File: src/rtl/ecc_op_sequencer_if.sv
`default_nettype none
// =============================================================================
// Interface : ecc_op_sequencer_if
// Brief     : Control-unit / ecc-core side signals of the ecc op sequencer.
//             master = control unit plus ecc core, slave = sequencer.
// Revision  : 1.0 - initial release
// =============================================================================
interface ecc_op_sequencer_if #(
  parameter int DW = 8
);
  logic          start;
  logic [2:0]    op;
  logic          s0;
  logic [DW-1:0] x_out1, y_out1, x_out2, y_out2;
  logic [DW-1:0] c0, c1, c2, c3, c4;
  logic [2:0]    inst;
  logic [DW-1:0] a0, a1, a2, a3;
  logic [DW-1:0] b0, b1, b2, b3;
  logic [DW-1:0] x_in, y_in;
  logic          valid, busy, done, err;

  modport master (
    output start, op, s0, x_out1, y_out1, x_out2, y_out2, c0, c1, c2, c3, c4,
    input  inst, a0, a1, a2, a3, b0, b1, b2, b3, x_in, y_in, valid, busy, done, err
  );

  modport slave (
    input  start, op, s0, x_out1, y_out1, x_out2, y_out2, c0, c1, c2, c3, c4,
    output inst, a0, a1, a2, a3, b0, b1, b2, b3, x_in, y_in, valid, busy, done, err
  );
endinterface
`default_nettype wire

File: src/rtl/ecc_op_sequencer.sv
`default_nettype none
// =============================================================================
// Module   : ecc_op_sequencer
// Brief    : Gathers two operand beats, issues one ecc core opcode, waits the
//            core latency and returns results as valid-qualified x/y beats.
//            Define ECC_SEQ_C4_BEAT_EN to emit c4 as a third result beat.
// Revision : 1.0 - initial release
// =============================================================================
module ecc_op_sequencer #(
  parameter int DW         = 8,
  parameter int OP_LATENCY = 4,
  parameter int LOAD_TMO   = 64
) (
  input  logic              clk,
  input  logic              reset,
  ecc_op_sequencer_if.slave bus
);

  localparam int LAT_W = (OP_LATENCY > 1) ? $clog2(OP_LATENCY) : 1;
  localparam int TMO_W = $clog2(LOAD_TMO);
  localparam logic [LAT_W-1:0] c_lat_init = LAT_W'(OP_LATENCY - 1);
  localparam logic [TMO_W-1:0] c_tmo_last = TMO_W'(LOAD_TMO - 1);
  localparam logic [2:0]       c_nop      = 3'b000;

  typedef enum logic [3:0] {
    S_IDLE  = 4'd0,
    S_LOAD0 = 4'd1,
    S_LOAD1 = 4'd2,
    S_ISSUE = 4'd3,
    S_WAIT  = 4'd4,
    S_OUT0  = 4'd5,
    S_OUT1  = 4'd6,
    S_OUT2  = 4'd7,
    S_DONE  = 4'd8
  } state_t;

  state_t         r_state;
  logic [2:0]     r_op;
  logic [2:0]     r_inst;
  logic [LAT_W-1:0] r_lat;
  logic [TMO_W-1:0] r_tmo;
  logic [DW-1:0]  r_a0, r_a1, r_a2, r_a3;
  logic [DW-1:0]  r_b0, r_b1, r_b2, r_b3;
  logic [DW-1:0]  r_res [3];
  logic [DW-1:0]  r_x_in, r_y_in;
  logic           r_valid, r_busy, r_done, r_err;

  // Outputs are registered and set on entry to the state that owns them.
  always_ff @(posedge clk or posedge reset) begin
    if (reset) begin
      r_state  <= S_IDLE;
      r_op     <= c_nop;
      r_inst   <= c_nop;
      r_lat    <= '0;
      r_tmo    <= '0;
      r_a0     <= '0; r_a1 <= '0; r_a2 <= '0; r_a3 <= '0;
      r_b0     <= '0; r_b1 <= '0; r_b2 <= '0; r_b3 <= '0;
      r_res[0] <= '0; r_res[1] <= '0; r_res[2] <= '0;
      r_x_in   <= '0;
      r_y_in   <= '0;
      r_valid  <= 1'b0;
      r_busy   <= 1'b0;
      r_done   <= 1'b0;
      r_err    <= 1'b0;
    end else begin
      r_done <= 1'b0;
      r_err  <= 1'b0;
      case (r_state)
        S_IDLE: begin
          if (bus.start) begin
            r_op    <= bus.op;
            r_busy  <= 1'b1;
            r_tmo   <= '0;
            r_state <= S_LOAD0;
          end
        end
        S_LOAD0: begin
          if (bus.s0) begin
            r_a0    <= bus.x_out1; r_b0 <= bus.y_out1;
            r_a1    <= bus.x_out2; r_b1 <= bus.y_out2;
            r_tmo   <= '0;
            r_state <= S_LOAD1;
          end else if (r_tmo == c_tmo_last) begin
            r_err   <= 1'b1;
            r_busy  <= 1'b0;
            r_state <= S_IDLE;
          end else begin
            r_tmo <= r_tmo + TMO_W'(1);
          end
        end
        S_LOAD1: begin
          if (bus.s0) begin
            r_a2    <= bus.x_out1; r_b2 <= bus.y_out1;
            r_a3    <= bus.x_out2; r_b3 <= bus.y_out2;
            r_inst  <= r_op;
            r_state <= S_ISSUE;
          end else if (r_tmo == c_tmo_last) begin
            r_err   <= 1'b1;
            r_busy  <= 1'b0;
            r_state <= S_IDLE;
          end else begin
            r_tmo <= r_tmo + TMO_W'(1);
          end
        end
        S_ISSUE: begin
          r_lat   <= c_lat_init;
          r_state <= S_WAIT;
        end
        S_WAIT: begin
          // c0/c1 go straight out as the first beat; c2..c4 are held for later beats.
          if (r_lat == '0) begin
            r_res[0] <= bus.c2;
            r_res[1] <= bus.c3;
            r_res[2] <= bus.c4;
            r_x_in   <= bus.c0;
            r_y_in   <= bus.c1;
            r_valid  <= 1'b1;
            r_inst   <= c_nop;
            r_state  <= S_OUT0;
          end else begin
            r_lat <= r_lat - LAT_W'(1);
          end
        end
        S_OUT0: begin
          r_x_in  <= r_res[0];
          r_y_in  <= r_res[1];
          r_state <= S_OUT1;
        end
        S_OUT1: begin
`ifdef ECC_SEQ_C4_BEAT_EN
          r_x_in  <= r_res[2];
          r_y_in  <= '0;
          r_state <= S_OUT2;
`else
          r_valid <= 1'b0;
          r_done  <= 1'b1;
          r_state <= S_DONE;
`endif
        end
        S_OUT2: begin
          r_valid <= 1'b0;
          r_done  <= 1'b1;
          r_state <= S_DONE;
        end
        S_DONE: begin
          r_busy  <= 1'b0;
          r_state <= S_IDLE;
        end
        default: begin
          r_valid <= 1'b0;
          r_busy  <= 1'b0;
          r_inst  <= c_nop;
          r_state <= S_IDLE;
        end
      endcase
    end
  end

  assign bus.inst  = r_inst;
  assign bus.a0    = r_a0;
  assign bus.a1    = r_a1;
  assign bus.a2    = r_a2;
  assign bus.a3    = r_a3;
  assign bus.b0    = r_b0;
  assign bus.b1    = r_b1;
  assign bus.b2    = r_b2;
  assign bus.b3    = r_b3;
  assign bus.x_in  = r_x_in;
  assign bus.y_in  = r_y_in;
  assign bus.valid = r_valid;
  assign bus.busy  = r_busy;
  assign bus.done  = r_done;
  assign bus.err   = r_err;

endmodule
`default_nettype wire

File: src/flat_wrapper.sv
// flat-port wrapper written by rule: the top's interface ports become plain ports
module ecc_op_sequencer_flat 
#(
  parameter int DW         = 8,
  parameter int OP_LATENCY = 4,
  parameter int LOAD_TMO   = 64
)
  (clk, reset, bus_start, bus_op, bus_s0, bus_x_out1, bus_y_out1, bus_x_out2, bus_y_out2, bus_c0, bus_c1, bus_c2, bus_c3, bus_c4, bus_inst, bus_a0, bus_a1, bus_a2, bus_a3, bus_b0, bus_b1, bus_b2, bus_b3, bus_x_in, bus_y_in, bus_valid, bus_busy, bus_done, bus_err);
  ecc_op_sequencer_if #(.DW(DW)) bus_i ();
  input  logic clk;
  input  logic reset;
  input wire logic [$bits(bus_i.start)-1:0] bus_start;
  input wire logic [$bits(bus_i.op)-1:0] bus_op;
  input wire logic [$bits(bus_i.s0)-1:0] bus_s0;
  input wire logic [$bits(bus_i.x_out1)-1:0] bus_x_out1;
  input wire logic [$bits(bus_i.y_out1)-1:0] bus_y_out1;
  input wire logic [$bits(bus_i.x_out2)-1:0] bus_x_out2;
  input wire logic [$bits(bus_i.y_out2)-1:0] bus_y_out2;
  input wire logic [$bits(bus_i.c0)-1:0] bus_c0;
  input wire logic [$bits(bus_i.c1)-1:0] bus_c1;
  input wire logic [$bits(bus_i.c2)-1:0] bus_c2;
  input wire logic [$bits(bus_i.c3)-1:0] bus_c3;
  input wire logic [$bits(bus_i.c4)-1:0] bus_c4;
  output wire logic [$bits(bus_i.inst)-1:0] bus_inst;
  output wire logic [$bits(bus_i.a0)-1:0] bus_a0;
  output wire logic [$bits(bus_i.a1)-1:0] bus_a1;
  output wire logic [$bits(bus_i.a2)-1:0] bus_a2;
  output wire logic [$bits(bus_i.a3)-1:0] bus_a3;
  output wire logic [$bits(bus_i.b0)-1:0] bus_b0;
  output wire logic [$bits(bus_i.b1)-1:0] bus_b1;
  output wire logic [$bits(bus_i.b2)-1:0] bus_b2;
  output wire logic [$bits(bus_i.b3)-1:0] bus_b3;
  output wire logic [$bits(bus_i.x_in)-1:0] bus_x_in;
  output wire logic [$bits(bus_i.y_in)-1:0] bus_y_in;
  output wire logic [$bits(bus_i.valid)-1:0] bus_valid;
  output wire logic [$bits(bus_i.busy)-1:0] bus_busy;
  output wire logic [$bits(bus_i.done)-1:0] bus_done;
  output wire logic [$bits(bus_i.err)-1:0] bus_err;
  assign bus_i.start = bus_start;
  assign bus_i.op = bus_op;
  assign bus_i.s0 = bus_s0;
  assign bus_i.x_out1 = bus_x_out1;
  assign bus_i.y_out1 = bus_y_out1;
  assign bus_i.x_out2 = bus_x_out2;
  assign bus_i.y_out2 = bus_y_out2;
  assign bus_i.c0 = bus_c0;
  assign bus_i.c1 = bus_c1;
  assign bus_i.c2 = bus_c2;
  assign bus_i.c3 = bus_c3;
  assign bus_i.c4 = bus_c4;
  assign bus_inst = bus_i.inst;
  assign bus_a0 = bus_i.a0;
  assign bus_a1 = bus_i.a1;
  assign bus_a2 = bus_i.a2;
  assign bus_a3 = bus_i.a3;
  assign bus_b0 = bus_i.b0;
  assign bus_b1 = bus_i.b1;
  assign bus_b2 = bus_i.b2;
  assign bus_b3 = bus_i.b3;
  assign bus_x_in = bus_i.x_in;
  assign bus_y_in = bus_i.y_in;
  assign bus_valid = bus_i.valid;
  assign bus_busy = bus_i.busy;
  assign bus_done = bus_i.done;
  assign bus_err = bus_i.err;
  ecc_op_sequencer #(.DW(DW), .OP_LATENCY(OP_LATENCY), .LOAD_TMO(LOAD_TMO)) u_core (.clk(clk), .reset(reset), .bus(bus_i));
endmodule
File: config.mk
export PLATFORM = sky130hd
export DESIGN_NAME = ecc_op_sequencer_flat
export DESIGN_NICKNAME = d
export VERILOG_FILES = /design/src/rtl/ecc_op_sequencer_if.sv /design/src/rtl/ecc_op_sequencer.sv /design/src/flat_wrapper.sv
export SDC_FILE = /design/constraint.sdc
export NUM_CORES = 1
export LEC_CHECK = 0
export CORE_MARGIN = 5
export CORE_UTILIZATION = 45
export CTS_BUF_LIST = sky130_fd_sc_hd__clkbuf_4
export DETAILED_ROUTE_END_ITERATION = 10
export PLACE_DENSITY = 0.87
export SLEW_MARGIN = 20
export SYNTH_ARGS = -nofsm -noshare
export SYNTH_HDL_FRONTEND = slang
export SYNTH_SLANG_ARGS = --single-unit
File: constraint.sdc
create_clock -name clk -period 8.27 [get_ports clk]
set_input_delay 1.654 -clock clk [delete_from_list [all_inputs] [get_ports clk]]
set_output_delay 1.654 -clock clk [all_outputs]
set_load 0.01 [all_outputs]
==> impl_metrics.ini <==
[worst_setup_path]
start_kind = flip-flop
end_kind = output pin
max_stage_delay_ns = 0.58
worstRegToRegCells = 3
critPathTopFamily = buffers and inverters
worst_ep_required_time_ns = 6.62
slowest_stage = clkdlybuf4s50_1
cp.buffers_inverters = 1
critPathMaxFanout = 4
crit_chain = clkdlybuf4s50_1
cp.arrival_ns = 1.47
crit_type = flip-flop to output pin
path_depth = 1

[timing]
setup_tns_ns = 0
hold_violations = 0
slew_violations = 0
clock.fmax_mhz = 320
fin_crit_sh = 0.378
tightestPinTransition_ns = 0.935
relSlewSlack = 0.376
setup-violations-final = 0
period_minus_slack_ns = 3.12
setup_slack_ns = 5.15
final.setup_skew_ns = 0.0133
rsz0062_at_grt = false

[cells_and_area]
diodes = 0
regMostFlops = u_core.r_res
drive_gt1_frac = 0.218
final_cell_count_no_fill = 676
area_delta_synth_final_pct = 39.1
final_cell_mix = clkdlybuf4s50_1, dfrtp_1, mux2_2
num-nets-final = 607
fillers = 833
largest_reg_flops = 16
layout_commonest_cell = clkdlybuf4s50_1

[routing]
wire_per_inst_um = 17.2
ant_nets = 0
drtPass1Iterations = 4
drtIter0Drc = 119
routed_wl_mm = 11.7
via_per_inst = 5.13
routed-via-count = 3470
drc_errors = 0

[grt]
globalRouteOverflowTotal = 0
use_met1 = 0.200
grtUsageMet3 = 0.116
top_usage_layer = met2
grt_pass1_vias = 3921
grt_use_met2 = 0.305
grt_pass1_wl_mm = 19.1
antenna_found_initial = 0
grt_use_total = 0.186
grt_max_degree = 71

[synthesis]
synth.net_count = 446
synth_area_leaders = dfrtp_1, mux2_2, mux2i_1
ys_types = 49
netlist_area_um2 = 4920
synth_area_per_cell_um2 = 13.5
synth_warnings = 0
async_flop_share = 1.00
synth_edf_count = 0
synth_largest_area_cell = dfrtp_1
ys_ff_latch = 118
synth-main-ff-cell = dfrtp_1
seq_area_frac_synth = 0.600
netlist.area_leader.share = 0.600
syn_inst = 365

[power_and_ir_drop]
leakagePower_uw = 0.00297
cellPowerDensity_nw_per_um2 = 367
irDropWorstVdd_mv = 0.248

[clock_network]
clock-sinks = 118
cts-root-buf = clkbuf_4
clockBufferDepth = 2
cts_tree = yes
numCtsBuffers = 17
postCtsSetupRepairBufs = 0
hold_buffers = 0
clk_latency_ns = 0.50
clk_pin_slew_ns = 0.10
h-tree-depth = 4
cts.repair.resized = 0

[job]
drv_cap = 0

[die]
die_h_um = 115
coreArea_um2 = 10800
start_util = 0.456
ios = 166
die_w_um = 115
rows = 38
dieArea_um2 = 13100

[min_path]
worstHoldPathType = flip-flop to flip-flop
min_path_cells = 2

[placed_design]
placed_cells = 647
hpwl_mm = 8.31
dpl_worst_slack_ns = 4.68
portBuffers = 157
gp_congestion = 0.826

[outcome]
status = finished clean
[synthesized netlist by cell type (2+ instances only)]
cell	count
dfrtp_1	118
mux2_2	78
nand2_1	26
o21ai_0	22
mux2i_1	20
nor2_1	13
a21oi_1	9
inv_1	9
buf_2	6
clkbuf_1	6
mux2_1	6
buf_4	5
nand2b_1	3
nand3_1	3
a211oi_1	2
a21oi_2	2
a22o_1	2
a41oi_1	2
ha_1	2
o31ai_1	2
[area by class of cell]
cell class | instances | area (µm²) | area share
Sequential cell | 118 | 2950 | 0.431
Multi-Input combinational cell | 220 | 1840 | 0.269
Timing Repair Buffer | 160 | 1590 | 0.233
Tap cell | 140 | 175 | 0.0256
Clock buffer | 17 | 128 | 0.0186
Clock inverter | 12 | 115 | 0.0168
Inverter | 9 | 36.3 | 0.00530
[cell families (layout without fill, tap and decap cells)]
group                      after synthesis  in the layout  share of synthesized area
xor gates and xnor gates                 1              1                    0.00331
AOI/OAI and AO/OA                       54             54                     0.0710
and+or+nand+nor                         59             59                     0.0600
buffers and inverters                   27            198                     0.0275
DFF                                    118            118                      0.600
muxes                                  104            104                      0.233
adders and majority gates                2              2                    0.00509
[through the flow]
| step | hold WS [ns] | area (µm²) | util | total power, µW |
|---|---|---|---|---|
| global placement | 0.453 | 6600 | 0.611 | 2100 |
| finish | 0.484 | 6850 | 0.634 | 2510 |
| detailed placement | 0.464 | 6600 | 0.611 | 2160 |
| CTS | 0.488 | 6840 | 0.634 | 2540 |
| global route | 0.516 | 6850 | 0.634 | 2690 |
| floorplan | 0.444 | 4920 | - | 1570 |
[worst reg2reg max path: cells and delay by family (launching register included)]
kind	cells	cell delay, ns
mux	1	0.59
simple gates	2	1.12
flops	1	0.58
[report_power, final]
group	switching [µW]	internal (µW)
registers	174	851
clock network	206	169
logic	447	666
[worst paths after layout]
check / startpoint / end / slack [ns]
max: u_core.bus.valid / bus_valid / 5.15
min: u_core.r_res[13] / u_core.bus.y_in[5] / 0.48
max reg2reg: u_core.r_state[3] / u_core.r_res[17] / 5.86
min reg2reg: u_core.r_res[13] / u_core.bus.y_in[5] / 0.48
max in group asynchronous: reset / u_core.bus.a2[6] / 5.40
min in group asynchronous: reset / u_core.r_res[11] / 1.58
[metal layers]
| layer | routed length (µm) | vias up | share of wire |
|---|---|---|---|
| met3 | 1560 | 12 | 0.13 |
| met5 | 0 | - | 0 |
| li1 | - | 1622 | - |
| met2 | 5680 | 143 | 0.49 |
| met1 | 4280 | 1693 | 0.37 |
| met4 | 137 | 0 | 0.012 |
(Power assumes the default switching activity.)
